$ cat src/rtl/pc_stack_unit.sv
// ---------------------------------------------------------------------------
// pc_stack_unit
// Program counter with clear / load / increment / call / return and an
// internal LIFO return-address stack. The PC value drives the instruction
// address; sticky flags report stack overflow and underflow.
//
// Ports:
//   clk         in   rising-edge clock
//   rst_n       in   asynchronous active-low reset
//   clr         in   synchronous clear of PC, stack depth and flags
//   load        in   out <= in
//   inc         in   out <= out + STEP
//   call        in   push out + STEP, then out <= in
//   ret         in   out <= top of stack, then pop
//   in          in   load / call target address (WIDTH)
//   out         out  current PC (WIDTH, registered)
//   depth       out  occupied stack entries (registered)
//   stack_full  out  depth == DEPTH
//   stack_empty out  depth == 0
//   overflow    out  sticky: call issued while full
//   underflow   out  sticky: ret issued while empty
// Command priority per edge: clr > call > ret > load > inc > hold.
// ---------------------------------------------------------------------------
module pc_stack_unit #(
    parameter int unsigned WIDTH = 16,
    parameter int unsigned DEPTH = 8,
    parameter int unsigned STEP  = 1,
    localparam int unsigned DW   = $clog2(DEPTH + 1)
) (
    input  logic             clk,
    input  logic             rst_n,
    input  logic             clr,
    input  logic             load,
    input  logic             inc,
    input  logic             call,
    input  logic             ret,
    input  logic [WIDTH-1:0] in,
    output logic [WIDTH-1:0] out,
    output logic [DW-1:0]    depth,
    output logic             stack_full,
    output logic             stack_empty,
    output logic             overflow,
    output logic             underflow
);

    logic [WIDTH-1:0] out_q, out_d;
    logic [DW-1:0]    depth_q, depth_d;
    logic             ovf_q, ovf_d;
    logic             unf_q, unf_d;
    logic             push_s;
    logic [WIDTH-1:0] ret_addr_s;
    logic [WIDTH-1:0] top_s;
    logic             full_s;
    logic             empty_s;
    logic [WIDTH-1:0] stack_q [DEPTH];

    assign full_s  = (depth_q == DW'(DEPTH));
    assign empty_s = (depth_q == {DW{1'b0}});
    // Return address wraps modulo 2^WIDTH like every other PC update.
    assign ret_addr_s = out_q + WIDTH'(STEP);

    // Select the top-of-stack entry (stack[depth-1]) as a plain mux.
    always_comb begin
        top_s = {WIDTH{1'b0}};
        for (int i = 0; i < int'(DEPTH); i++) begin
            if (depth_q == DW'(i + 1)) begin
                top_s = stack_q[i];
            end else begin
                top_s = top_s;
            end
        end
    end

    // Next-state decode with strict command priority; exactly one action.
    always_comb begin
        out_d   = out_q;
        depth_d = depth_q;
        ovf_d   = ovf_q;
        unf_d   = unf_q;
        push_s  = 1'b0;
        if (clr) begin
            out_d   = {WIDTH{1'b0}};
            depth_d = {DW{1'b0}};
            ovf_d   = 1'b0;
            unf_d   = 1'b0;
        end else if (call) begin
            // The jump happens even when the push must be dropped.
            out_d = in;
            if (full_s) begin
                ovf_d = 1'b1;
            end else begin
                push_s  = 1'b1;
                depth_d = depth_q + DW'(1);
            end
        end else if (ret) begin
            if (empty_s) begin
                unf_d = 1'b1;
            end else begin
                out_d   = top_s;
                depth_d = depth_q - DW'(1);
            end
        end else if (load) begin
            out_d = in;
        end else if (inc) begin
            out_d = out_q + WIDTH'(STEP);
        end else begin
            out_d = out_q;
        end
    end

    // PC, depth and sticky flag registers.
    always_ff @(posedge clk or negedge rst_n) begin
        if (!rst_n) begin
            out_q   <= {WIDTH{1'b0}};
            depth_q <= {DW{1'b0}};
            ovf_q   <= 1'b0;
            unf_q   <= 1'b0;
        end else begin
            out_q   <= out_d;
            depth_q <= depth_d;
            ovf_q   <= ovf_d;
            unf_q   <= unf_d;
        end
    end

    // Return-address storage; a pop only moves depth, so only pushes write.
    always_ff @(posedge clk or negedge rst_n) begin
        if (!rst_n) begin
            for (int i = 0; i < int'(DEPTH); i++) begin
                stack_q[i] <= {WIDTH{1'b0}};
            end
        end else begin
            for (int i = 0; i < int'(DEPTH); i++) begin
                if (push_s && (depth_q == DW'(i))) begin
                    stack_q[i] <= ret_addr_s;
                end else begin
                    stack_q[i] <= stack_q[i];
                end
            end
        end
    end

    assign out         = out_q;
    assign depth       = depth_q;
    assign stack_full  = full_s;
    assign stack_empty = empty_s;
    assign overflow    = ovf_q;
    assign underflow   = unf_q;

endmodule

$ cat config.mk
export PLATFORM = sky130hd
export DESIGN_NAME = pc_stack_unit
export DESIGN_NICKNAME = d
export VERILOG_FILES = /design/src/rtl/pc_stack_unit.sv
export SDC_FILE = /design/constraint.sdc
export NUM_CORES = 1
export LEC_CHECK = 0
export BUFFER_PORTS_ARGS = -buffer_cell sky130_fd_sc_hd__buf_2
export CORE_UTILIZATION = 55
export DETAILED_ROUTE_END_ITERATION = 10
export GPL_TIMING_DRIVEN = 0
export MAX_ROUTING_LAYER = met4
export PLACE_DENSITY = 0.77
export SETUP_SLACK_MARGIN = 0.02
export SYNTH_ARGS = -nofsm -noshare
export SYNTH_HDL_FRONTEND = slang
export SYNTH_SLANG_ARGS = --single-unit
$ cat constraint.sdc
create_clock -name clk -period 2.1 [get_ports clk]
set_clock_uncertainty 0.1 [all_clocks]
set_input_delay 0.42 -clock clk [delete_from_list [all_inputs] [get_ports clk]]
set_output_delay 0.42 -clock clk [all_outputs]
set_load 0.01 [all_outputs]
==> impl_results.html <==
<table>
<tr><th>Metric</th><th>Value</th></tr>
<tr><th colspan="2">Detailed routing</th></tr>
<tr><td>1st-pass router iterations</td><td>6</td></tr>
<tr><td>DRC violation count after routing</td><td>0</td></tr>
<tr><td>Final Routed Wirelength</td><td>approximately 28 mm</td></tr>
<tr><td>Routed vias</td><td>7698</td></tr>
<tr><td>Antenna viol nets, final</td><td>0</td></tr>
<tr><td>Detailed Route Iter0 Violations</td><td>1332</td></tr>
<tr><td>Avg Vias per Cell</td><td>6.941</td></tr>
<tr><td>Wire length per cell after detailed routing</td><td>25.50 µm</td></tr>
<tr><th colspan="2">Final layout</th></tr>
<tr><td>Area occupied by multi-input gates</td><td>0.004085 mm²</td></tr>
<tr><td>Most frequent standard cell in the layout excluding fill and tap cells</td><td>dfrtp_1</td></tr>
<tr><td>Share of post-route cells with drive strength above 1</td><td>30.87%</td></tr>
<tr><td>Layout Area Growth over Synthesis</td><td>33.00%</td></tr>
<tr><td>Net count, final</td><td>about 950</td></tr>
<tr><td>Non-filler cells, final</td><td>1109</td></tr>
<tr><td>Diodes inserted</td><td>0</td></tr>
<tr><td>Highest-count cells in the layout ignoring fill and taps</td><td>dfrtp_1 (147), nand2_1 (141), o21ai_0 (118), buf_2 (50), buf_4 (45)</td></tr>
<tr><td>Filler cell count</td><td>878</td></tr>
<tr><td>Sequential cell area</td><td>0.003757 mm²</td></tr>
<tr><th colspan="2">Yosys</th></tr>
<tr><td>Post-synth top area cell</td><td>dfrtp_1</td></tr>
<tr><td>Top-area cell type share of the netlist area</td><td>50.62%</td></tr>
<tr><td>Portion of the post-synthesis area used by sequential elements</td><td>between 50% and 60%</td></tr>
<tr><td>Arithmetic-cell share of the synthesized area counting full adders, half adders and majority gates</td><td>0.8436%</td></tr>
<tr><td>Total standard cell area after synthesis</td><td>around 0.0074 mm²</td></tr>
<tr><td>Simple-gate share of the synthesized area</td><td>between 10 and 15%</td></tr>
<tr><td>Unique cell type count in the Yosys netlist</td><td>68</td></tr>
<tr><td>Per-instance average area after synthesis</td><td>9.155 µm²</td></tr>
<tr><td>Synthesis-stage register bit count</td><td>150</td></tr>
<tr><td>Ys async rst share</td><td>100.0%</td></tr>
<tr><td>Complex-gate fraction of the synthesized area</td><td>25.61%</td></tr>
<tr><td>Post-synthesis net count</td><td>838</td></tr>
<tr><td>Dominant combinational cell family by area after synthesis</td><td>compound AO/OA/AOI/OAI gates</td></tr>
<tr><td>Xor and xnor fraction of the mapped netlist area</td><td>2.008%</td></tr>
<tr><td>Top cells by area, synth</td><td>dfrtp_1 (51%), o21ai_0 (9.0%), nand2_1 (7.3%), a22oi_1 (2.8%), a21oi_1 (2.6%)</td></tr>
<tr><td>Gate count of the mapped netlist</td><td>between 800 and 900</td></tr>
<tr><td>Multiplexer area fraction after synthesis</td><td>1.957%</td></tr>
<tr><td>Synth warn</td><td>0</td></tr>
<tr><td>Synth Flop Type</td><td>dfrtp_1</td></tr>
<tr><td>Number of synthesized flops with an enable pin</td><td>0</td></tr>
<tr><th colspan="2">Placed design</th></tr>
<tr><td>Routability-driven placement congestion ratio</td><td>0.9421</td></tr>
<tr><td>Placed insts</td><td>1031</td></tr>
<tr><td>Port-buffer cells</td><td>between 40 and 50</td></tr>
<tr><td>DP Wirelength</td><td>around 17 mm</td></tr>
<tr><td>Pre-CTS setup slack</td><td>-0.7469 ns</td></tr>
<tr><th colspan="2">STA</th></tr>
<tr><td>Unrepaired setup endpoints after global routing</td><td>yes</td></tr>
<tr><td>Number of slew-limit violations in the final report</td><td>0</td></tr>
<tr><td>Max frequency</td><td>422.5 MHz</td></tr>
<tr><td>Min cycle time layout</td><td>2.367 ns</td></tr>
<tr><td>Fin crit share</td><td>112.7%</td></tr>
<tr><td>Hold violation total from the final report</td><td>0</td></tr>
<tr><td>Pin slew with the least headroom to its limit</td><td>between 0.8 and 0.9 ns</td></tr>
<tr><td>Minimum setup slack in the final design</td><td>-0.2671 ns</td></tr>
<tr><td>Finish-stage setup viols</td><td>23</td></tr>
<tr><td>Worst-case headroom to the max-slew limit</td><td>a little over two fifths</td></tr>
<tr><th colspan="2">Global route</th></tr>
<tr><td>Global router's overall resource usage</td><td>40.63%</td></tr>
<tr><td>Global-route wire length before repair</td><td>41.02 mm</td></tr>
<tr><td>GRT overflow</td><td>0</td></tr>
<tr><td>Maximum number of pins on one net before global-route repair</td><td>98</td></tr>
<tr><td>Via count of the first global-routing pass</td><td>7207</td></tr>
<tr><td>Initial antenna violation count</td><td>0</td></tr>
<tr><th colspan="2">Run status</th></tr>
<tr><td>Violated checks</td><td>setup timing</td></tr>
<tr><td>Status</td><td>finished, violations left</td></tr>
<tr><th colspan="2">Clock network</th></tr>
<tr><td>Buffer levels on the longest clock path</td><td>2</td></tr>
<tr><td>Root Buffer</td><td>clkbuf_16</td></tr>
<tr><td>TritonCTS Sinks</td><td>150</td></tr>
<tr><td>CTS tree</td><td>built</td></tr>
<tr><td>Clock insertion delay at the later pin of the skew report</td><td>0.44 ns</td></tr>
<tr><td>Number of buffers created by CTS</td><td>17</td></tr>
<tr><td>Clock-pin transition on the worst setup and hold timing paths</td><td>~0.060 ns</td></tr>
<tr><td>H-tree levels</td><td>4</td></tr>
<tr><th colspan="2">Power</th></tr>
<tr><td>Clock network fraction of total power</td><td>between 20% and 30%</td></tr>
<tr><td>Share of total power in sequential cells</td><td>approximately 40%</td></tr>
<tr><td>Net Switching</td><td>around 0.0046 W</td></tr>
<tr><td>Net switching fraction of the power</td><td>37.90%</td></tr>
<tr><td>Areal power density over the cells</td><td>1228 mW/mm²</td></tr>
<tr><td>IR Drop Worst-Case VDD</td><td>0.0006946 V</td></tr>
<tr><td>Combinational share of power</td><td>a little under two fifths</td></tr>
<tr><td>Internal cell power</td><td>0.007518 W</td></tr>
<tr><td>LEAKAGE</td><td>approximately 4.2 nW</td></tr>
<tr><th colspan="2">Die</th></tr>
<tr><td>Area of the core</td><td>0.01319 mm²</td></tr>
<tr><td>Horizontal die dimension</td><td>118.1 µm</td></tr>
<tr><td>Floorplan die area</td><td>approximately 0.014 mm²</td></tr>
<tr><td>Top Ports</td><td>47</td></tr>
<tr><td>Core Rows</td><td>42</td></tr>
<tr><td>Die height</td><td>118.1 µm</td></tr>
<tr><td>Starting density of the core</td><td>between 50% and 60%</td></tr>
<tr><th colspan="2">Setup path</th></tr>
<tr><td>Worst setup path class</td><td>reg -&gt; reg</td></tr>
<tr><td>Arrival time reported for the critical path endpoint</td><td>~2.6 ns</td></tr>
<tr><td>Maximum fanout along the worst path</td><td>9</td></tr>
<tr><td>Endpoint kind of the worst setup timing path</td><td>register</td></tr>
<tr><td>Element type at the critical path start</td><td>register</td></tr>
<tr><td>Data required time of the worst path</td><td>2.31 ns</td></tr>
<tr><th colspan="2">Min path</th></tr>
<tr><td>Hold WC Path Type</td><td>in -&gt; reg</td></tr>
<tr><th colspan="2">Job</th></tr>
<tr><td>Max-cap violation count</td><td>0</td></tr>
</table>
## area by class of cell
cell class                 count  share of cell area [%]
buffer                        59                   4.415
clock inverter                 5                  0.5074
timing repair buffer          94                   7.421
multi-input combinational    582                   41.42
clock buffer                  24                   4.985
tap                          176                   2.233
sequential                   150                   38.09
inverter                      19                  0.9260
## critical path: stages (launching register included)
cell,delay [ns]
dfrtp_2,0.46
buf_4,0.16
ha_4,0.20
buf_8,0.15
nor3b_1,0.53
o311ai_1,0.19
o211ai_1,0.17
a31o_2,0.21
a22oi_1,0.07
## path summary, 6_finish.rpt
path / slack (ns) / cells past startpoint / startpoint / to
setup / recovery: -0.27 / 8 / depth[1] / out[15]
hold / removal: 0.15 / 3 / in[13] / out[13]
setup reg to reg: -0.27 / 8 / depth[1] / out[15]
hold reg to reg: 0.38 / 2 / stack_q[71] / stack_q[71]
max in group asynchronous: 0.62 / 3 / rst_n / depth[1]
min in group asynchronous: 0.41 / 2 / rst_n / stack_q[66]
## power by group through the flow
stage                     Clock, W  Sequential (W)  Combinational [W]
final                      0.00290         0.00474            0.00446
after global routing       0.00300         0.00484            0.00473
after CTS                  0.00287         0.00466            0.00379
after detailed placement         0         0.00460            0.00298
after global placement           0         0.00456            0.00290
after floorplan                  0         0.00445            0.00197
## cell usage after synthesis (all sizes together) (2+ instances only)
master and count:
a21o 3, a31o 2, nor3b 2, nand2 145, nor3 3, o211ai 13
a31oi 4, a221oi 15, mux2 10, a211o 2, o31ai 8, nand4 7
and3 6, nor2b 11, a211oi 4, a221o 7, or2 4, or3 2
a21oi 40, dfrtp 150, buf 16, ha 5, and4 4, a22oi 28
nand3 12, xor2 11, nor2 36, o21ai 141, inv 19, a2111oi 4
a32oi 2, xnor2 6, o22ai 10, nand2b 3, clkbuf 43, and2 6
a22o 4
## state kept, by name, indices dropped and copies added (netlist names)
signal     cells
depth          4
out           16
overflow       1
stack_q      128
underflow      1
## cells by family after synthesis
kind of cell / count (synthesis)
buf+inv: 78
xor+xnor: 17
simple gates: 245
fa+ha+maj: 5
compound gates: 303
flops: 150
mux: 12
## layer usage
layer,vias to the layer above,track usage (%),share of wire [%]
met5,-,-,0
met4,0,20.11,5.5
met3,154,9.835,12
met2,652,58.46,45
met1,3747,53.85,38
li1,3145,-,-
## stage by stage
stage | total power [W] | hold WS (ns) | util (%) | TNS (ns) | area [µm²]
floorplan | 0.006420 | 0.02441 | - | 0 | 7423
global placement | 0.007457 | 0.3560 | 59.62 | -302.72 | 7864
detailed placement | 0.007579 | 0.3135 | 59.87 | -55.27 | 7898
CTS | 0.01132 | 0.1418 | 70.79 | -1.031 | 9338
global route | 0.01257 | 0.1456 | 74.78 | -4.046 | 9863
finish | 0.01211 | 0.1508 | 74.78 | -2.426 | 9863
## what timing repair did
item,4_1_cts,5_1_grt
pin swaps,29,37
gates resized for setup,165,99
cloned,0,3
endpoints found under the setup margin,146,130
buffers inserted,23,23
hold endpoints to repair,53,0
hold buffers,1,0
No activity file was read; power rests on OpenSTA's default activity.
